[src/rtl/hazard_scoreboard.sv]
// Pipeline hazard unit: operand forwarding selects, load-use bubble FSM,
// single-entry MDU result scoreboard and a saturating stall counter.
module hazard_scoreboard #(
    parameter int AW         = 5,
    parameter int LOAD_STALL = 1,
    parameter int CNT_W      = 16
) (
    input  logic             clk_i,
    input  logic             rst_ni,
    input  logic             br_selE,
    input  logic             wb_selE,
    input  logic             wb_selM,
    input  logic             rd_wrenE,
    input  logic             rd_wrenM,
    input  logic             rd_wrenW,
    input  logic [AW-1:0]    rs1_addrD,
    input  logic [AW-1:0]    rs2_addrD,
    input  logic [AW-1:0]    rd_addrD,
    input  logic [AW-1:0]    rs1_addrE,
    input  logic [AW-1:0]    rs2_addrE,
    input  logic [AW-1:0]    rd_addrE,
    input  logic [AW-1:0]    rd_addrM,
    input  logic [AW-1:0]    rd_addrW,
    input  logic             rd_wrenD,
    input  logic             mdu_reqD,
    input  logic             mdu_startE,
    input  logic             mdu_done,
    output logic             stallF,
    output logic             stallD,
    output logic             flushD,
    output logic             flushE,
    output logic [1:0]       forward1sel,
    output logic [1:0]       forward2sel,
    output logic [1:0]       rs1d_sel,
    output logic [1:0]       rs2d_sel,
    output logic             mdu_pending,
    output logic [CNT_W-1:0] stall_cnt
);
    typedef enum logic {S_IDLE, S_WAIT} state_t;

    localparam logic [1:0]       LCNT_INIT = 2'(LOAD_STALL - 1);
    localparam logic [CNT_W-1:0] CNT_MAX   = {CNT_W{1'b1}};

    state_t           r_state, w_state_nxt;
    logic [1:0]       r_lcnt, w_lcnt_nxt;
    logic             r_pend_v;
    logic [AW-1:0]    r_pend_rd;
    logic [CNT_W-1:0] r_stall_cnt;
    logic             w_lh, w_sh, w_raw, w_stall;

    function automatic logic [1:0] fwd_e(input logic [AW-1:0] rs, input logic [AW-1:0] rdm,
                                         input logic wenm, input logic [AW-1:0] rdw,
                                         input logic wenw);
        if (rs == '0)                 return 2'b00;
        else if (wenm && rdm == rs)   return 2'b01;
        else if (wenw && rdw == rs)   return 2'b10;
        else                          return 2'b00;
    endfunction

    // Forwarding into D: a load still in M can only be taken after its data returns (11).
    function automatic logic [1:0] fwd_d(input logic [AW-1:0] rs, input logic [AW-1:0] rde,
                                         input logic wene, input logic [AW-1:0] rdm,
                                         input logic wenm, input logic wbm);
        if (rs == '0)                 return 2'b00;
        else if (wene && rde == rs)   return 2'b01;
        else if (wenm && rdm == rs)   return wbm ? 2'b11 : 2'b10;
        else                          return 2'b00;
    endfunction

    always_comb begin
        forward1sel = fwd_e(rs1_addrE, rd_addrM, rd_wrenM, rd_addrW, rd_wrenW);
        forward2sel = fwd_e(rs2_addrE, rd_addrM, rd_wrenM, rd_addrW, rd_wrenW);
        rs1d_sel    = fwd_d(rs1_addrD, rd_addrE, rd_wrenE, rd_addrM, rd_wrenM, wb_selM);
        rs2d_sel    = fwd_d(rs2_addrD, rd_addrE, rd_wrenE, rd_addrM, rd_wrenM, wb_selM);
    end

    assign w_lh  = wb_selE & rd_wrenE & (rd_addrE != '0) &
                   ((rs1_addrD == rd_addrE) | (rs2_addrD == rd_addrE));
    assign w_raw = (r_pend_rd != '0) & ((r_pend_rd == rs1_addrD) | (r_pend_rd == rs2_addrD));
    // A finishing MDU op is bypassed by the register file, so it no longer blocks D.
    assign w_sh  = r_pend_v & ~mdu_done &
                   (w_raw | (rd_wrenD & (rd_addrD == r_pend_rd)) | mdu_reqD);

    assign w_stall     = ((r_state == S_IDLE) & w_lh) | (r_state == S_WAIT) | w_sh;
    assign stallF      = w_stall & ~br_selE;
    assign stallD      = w_stall & ~br_selE;
    assign flushD      = br_selE;
    assign flushE      = br_selE | w_stall;
    assign mdu_pending = r_pend_v;
    assign stall_cnt   = r_stall_cnt;

    always_comb begin
        w_state_nxt = r_state;
        w_lcnt_nxt  = r_lcnt;
        if (br_selE) begin
            w_state_nxt = S_IDLE;
            w_lcnt_nxt  = 2'd0;
        end else begin
            case (r_state)
                S_IDLE: if (w_lh && LOAD_STALL > 1) begin
                    w_state_nxt = S_WAIT;
                    w_lcnt_nxt  = LCNT_INIT;
                end
                S_WAIT: if (r_lcnt == 2'd1) begin
                    w_state_nxt = S_IDLE;
                    w_lcnt_nxt  = 2'd0;
                end else begin
                    w_lcnt_nxt  = r_lcnt - 2'd1;
                end
                default: begin
                    w_state_nxt = S_IDLE;
                    w_lcnt_nxt  = 2'd0;
                end
            endcase
        end
    end

    always_ff @(posedge clk_i or negedge rst_ni) begin
        if (!rst_ni) begin
            r_state     <= S_IDLE;
            r_lcnt      <= 2'd0;
            r_pend_v    <= 1'b0;
            r_pend_rd   <= '0;
            r_stall_cnt <= '0;
        end else begin
            r_state <= w_state_nxt;
            r_lcnt  <= w_lcnt_nxt;
            // A new launch overrides a same-cycle completion of the previous op.
            if (mdu_startE && rd_addrE != '0) begin
                r_pend_v  <= 1'b1;
                r_pend_rd <= rd_addrE;
            end else if (mdu_done) begin
                r_pend_v  <= 1'b0;
            end
            if (stallD && r_stall_cnt != CNT_MAX)
                r_stall_cnt <= r_stall_cnt + CNT_W'(1);
        end
    end
endmodule

[config.mk]
export PLATFORM = sky130hd
export DESIGN_NAME = hazard_scoreboard
export DESIGN_NICKNAME = d
export VERILOG_FILES = /design/src/rtl/hazard_scoreboard.sv
export SDC_FILE = /design/constraint.sdc
export NUM_CORES = 1
export LEC_CHECK = 0
export CORE_UTILIZATION = 39
export DETAILED_ROUTE_END_ITERATION = 10
export PLACE_DENSITY = 0.77
export REMOVE_ABC_BUFFERS = 1
export SLEW_MARGIN = 40
export SYNTH_ARGS = -nofsm -noshare
export SYNTH_HDL_FRONTEND = slang
export SYNTH_SLANG_ARGS = --single-unit
export TNS_END_PERCENT = 50
[constraint.sdc]
create_clock -name clk_i -period 2.3 [get_ports clk_i]
set_clock_uncertainty 0.1 [all_clocks]
set_input_delay 0.345 -clock clk_i [delete_from_list [all_inputs] [get_ports clk_i]]
set_output_delay 0.345 -clock clk_i [all_outputs]
set_load 0.01 [all_outputs]
[Yosys cells after proc, flatten, opt, wreduce, memory -nomap -nowiden]
Cells that the tools add are included.
Word-level totals
  flip-flop bits (word level): 25
  input port bits: 52
  logic and storage cells: 80
Cells by class
  add/subtract/negate cells: 2
  eq/ne operators: 15
  muxes and demuxes: 21
  bitwise logic cells: 19
  reduce and logical (&&, ||, !) cells: 18
Operators with widths (number)
  5-bit equality test: 13
  2-bit two-way mux: 15
  5-bit logical NOT: 4
  16-bit by 1-bit adder with 16-bit output, second input constant: 1
  16-bit != test, second input constant: 1
  1-bit logical AND: 10
  5-bit nonzero test: 2
  1-bit AND: 9
  1-bit OR: 7
  1-bit two-way mux: 6
  2-bit nonzero test: 2
  1-bit NOT: 3
  2-bit by 1-bit equality test with 1-bit output, second input constant: 1
  2-bit by 1-bit subtractor with 2-bit output, second input constant: 1

[Longest topological paths before layout]
  word-level depth: 9
  gate-level depth with buffers: 9
  depth with buffers taken out: 7

[Least setup slack after synthesis]
No wires, ideal clock.
  path type: register to output
  from: register r_pend_rd[3]
  to: output stallF
  arrival time: 1.855 ns
  slack: 0.000 ns
  stages on the path, launching flop included: 8
  path buffers: 2
  cells stage by stage: dfrtp_1 clkbuf_2 xor2_1 nor4_1 and3_2 o41ai_4 a31oi_1 buf_4
Between the ends
  word-level cells in the longest chain between the ends: 8
  elaborated cells between the ends (all ways): 12
RTL lines
  from (decl): line 47  | logic [AW-1:0] r_pend_rd;
  from (signal assigned): line 131  | r_pend_rd <= rd_addrE;
  5-bit equality test: line 79  | assign w_raw = (r_pend_rd != '0) & ((r_pend_rd == rs1_addrD) | (r_pend_rd == rs2_addrD));
  1-bit OR: line 79
  1-bit AND: line 79
  1-bit OR (*) (2 in a row): line 82  | (w_raw | (rd_wrenD & (rd_addrD == r_pend_rd)) | mdu_reqD);
  1-bit AND (*): line 81  | assign w_sh = r_pend_v & ~mdu_done &
  1-bit OR (*): line 84  | assign w_stall = ((r_state == S_IDLE) & w_lh) | (r_state == S_WAIT) | w_sh;
  1-bit AND (*)
  to (decl): line 28  | output logic stallF,
Every way passes the cells marked *; elsewhere a longest branch is shown, timed or not.

[Worst setup path after layout]
  from: register r_pend_rd[1]
  to: output stallD
Between the ends
  word-level cells in the longest chain between the ends: 8
  elaborated cells between the ends (all ways): 12
RTL lines
  5-bit equality test: line 79
  1-bit OR: line 79
  1-bit AND: line 79
  1-bit OR (*) (2 in a row): line 82
  1-bit AND (*): line 81
  1-bit OR (*): line 84
  1-bit AND (*): line 86  | assign stallD = w_stall & ~br_selE;
  to (decl): line 29  | output logic stallD,
Marks and branches as above.

==> metrics.cfg <==
[run_status]
status = finished, violations left
violations = setup timing

[logic_synthesis]
synthCells = 219
ys_warn_count = 0
postSynthAreaPerCell_um2 = 9.02
ys_ff_latch = 25
seq_area_frac_synth = 0.317
syn-cell-area_um2 = 1970
synth_cell_types = 37

[sta]
rsz0062_at_grt = true
setup-tns-final_ns = -0.859
max_freq_mhz = 414
fin_crit_ns = 2.42
fin_ws_ns = -0.117
fin_crit_sh = 1.05
holdWs_ns = 0.323
slew_violations = 0
slew_headroom = 0.722
hold_violations = 0
setup_viol = 14
worstMarginPinSlew_ns = 0.416

[setup_path]
crit_fanout = 4
arrival_ns = 1.97
cp-end-kind = output port
cp-start-kind = flop
timing.setup.critical_path_class = flop to output port
critical_path_required_ns = 1.86

[die]
die_area_um2 = 5350
coreArea_um2 = 4790
pin_count = 81
initial_core_util = 0.413
die_w_um = 73.2
die_h_um = 73.2
fp-row-count = 25

[final_layout]
mostFrequentLayoutCell = clkdlybuf4s50_1
n_antenna_cell = 0
fin_nets = 395
syn2layout_area_growth_pct = 67.9
layout-drive-gt1-share = 0.288
final_cell_mix = 42 x clkdlybuf4s50_1, 39 x buf_4, 37 x xor2_1, 29 x xnor2_1, 29 x nand2_1

[hold_path]
hold_class = input pin to async pin

[grt]
grt_pass1_wl_um = 9680
grt_max_degree = 26
grt.total_usage = 0.235
antenna_found_initial = 0
grt_pass1_vias = 2039
overflow = 0

[routing]
final_antenna_net_count = 0
drc = 0
wirelength_um = 6200
wire_per_inst_um = 15.2
vias = 2051
firstDrtPassIters = 4
drt_iter0_drc = 69
via_per_inst = 5.04

[cts]
root_buffer = clkbuf_8
postCtsHoldBufs = 0
h-tree-depth = 1
cts_tree = built
clkTransAtPathRegs_ns = 0.10
clockBufferDepth = 2
cts_made_buffers = 3
clock_latency_ns = 0.27
cts_sinks = 25

[job]
drv_cap = 0

[place]
portBuffers = 80
dp_hpwl_um = 4750
place_congestion = 0.907

[pwr]
peakVddDrop_uv = 435
power_density_nw_per_um2 = 420
p_leak_nw = 1.50

layout make-up:
type                       count  area [um2]
clock buffer                   3        41.3
sequential                    25         631
inverter                       2        7.51
clock inverter                 1        5.00
fill                         378        1470
timing repair buffer         125        1110
multi-input combinational    184        1430
tap                           67        83.8
synth_stat cells, drive strengths merged:
| cell | instances | share of area |
|---|---|---|
| o21ai | 2 | 0.0051 |
| nand2b | 2 | 0.0063 |
| a22o | 1 | 0.0044 |
| a211oi | 2 | 0.0076 |
| and3 | 10 | 0.034 |
| inv | 2 | 0.0038 |
| and2b | 2 | 0.0082 |
| nor3 | 7 | 0.018 |
| o41ai | 1 | 0.014 |
| or4 | 4 | 0.016 |
| a31oi | 1 | 0.0032 |
| a311oi | 2 | 0.018 |
| nor4 | 7 | 0.022 |
| and4 | 2 | 0.0089 |
| o21a | 2 | 0.0076 |
| nor2b | 1 | 0.0032 |
| nor2 | 14 | 0.027 |
| nand2 | 33 | 0.063 |
| mux2 | 1 | 0.0057 |
| buf | 4 | 0.016 |
| xor2 | 37 | 0.16 |
| clkbuf | 4 | 0.0095 |
| ha | 2 | 0.013 |
| nand3 | 8 | 0.020 |
| and2 | 1 | 0.0032 |
| mux2i | 1 | 0.0051 |
| xnor2 | 32 | 0.14 |
| dfrtp | 25 | 0.32 |
| nand4 | 8 | 0.025 |
| o211ai | 1 | 0.011 |
timing repair:
action,4_1_cts,5_1_grt
endpoints found under the setup margin,27,26
gates resized for setup,103,17
setup buffers,5,1
pin swaps,29,16
gates cloned,1,0
critical path, stage by stage (launching register included):
cell	delay, ns
dfrtp_1	0.43
buf_4	0.16
xnor2_1	0.11
and3_2	0.22
o41ai_4	0.37
a31oi_1	0.13
buf_4	0.17
buf_6	0.12
where the power goes:
part | switching (mW) | leakage (nW) | total (mW) | internal (mW)
Clock | 0.142 | 0.0255 | 0.263 | 0.121
Sequential | 0.0714 | 0.324 | 0.563 | 0.492
Combinational | 0.241 | 1.15 | 0.567 | 0.326
Total | 0.455 | 1.50 | 1.39 | 0.939
state kept, by name (all words and copies together) (netlist names):
register     count
mdu_pending      1
r_lcnt           2
r_pend_rd        5
r_state          1
stall_cnt       16
kinds of logic (layout without fill, tap and decap cells):
family | Yosys count | in the layout | share of synthesized area
muxes | 2 | 2 | 0.0108
buffers and inverters | 10 | 131 | 0.0291
xor gates and xnor gates | 69 | 69 | 0.306
DFF | 25 | 25 | 0.317
and+or+nand+nor | 99 | 99 | 0.254
AOI/OAI and AO/OA | 12 | 12 | 0.0703
adders and majority gates | 2 | 2 | 0.0127
stage by stage:
step                instance area, um2  cells   util  worst slack [ns]  power (mW)
finish                            3320    407  0.693            -0.117        1.39
global route                      3320    407  0.693            -0.245        1.47
CTS                               3300    407  0.689            -0.113        1.38
detailed placement                3110    397  0.651            -0.797        1.10
global placement                  3110    397  0.651            -0.703        1.08
floorplan                         1920    211      -            0.0226       0.759
per-layer routing:
layer / track usage / wire length [um]
met1: 0.317 / 2740
met2: 0.400 / 3150
met3: 0.0345 / 213
met5: 0 / 0
met4: 0.0436 / 97
path summary, 6_finish.rpt:
path | slack [ns] | to | cells past startpoint | start
setup / recovery | -0.12 | stallD | 7 | r_pend_rd[1]
hold / removal | 0.32 | stall_cnt[11] | 2 | rst_ni
setup reg to reg | -0.03 | stall_cnt[1] | 8 | r_pend_rd[3]
hold reg to reg | 0.40 | stall_cnt[14] | 1 | stall_cnt[14]
max in group asynchronous | 1.50 | r_pend_rd[2] | 2 | rst_ni
min in group clk_i | 0.37 | r_pend_rd[2] | 3 | rd_addrE[2]
Note: power is estimated with default switching activity, not from simulation.
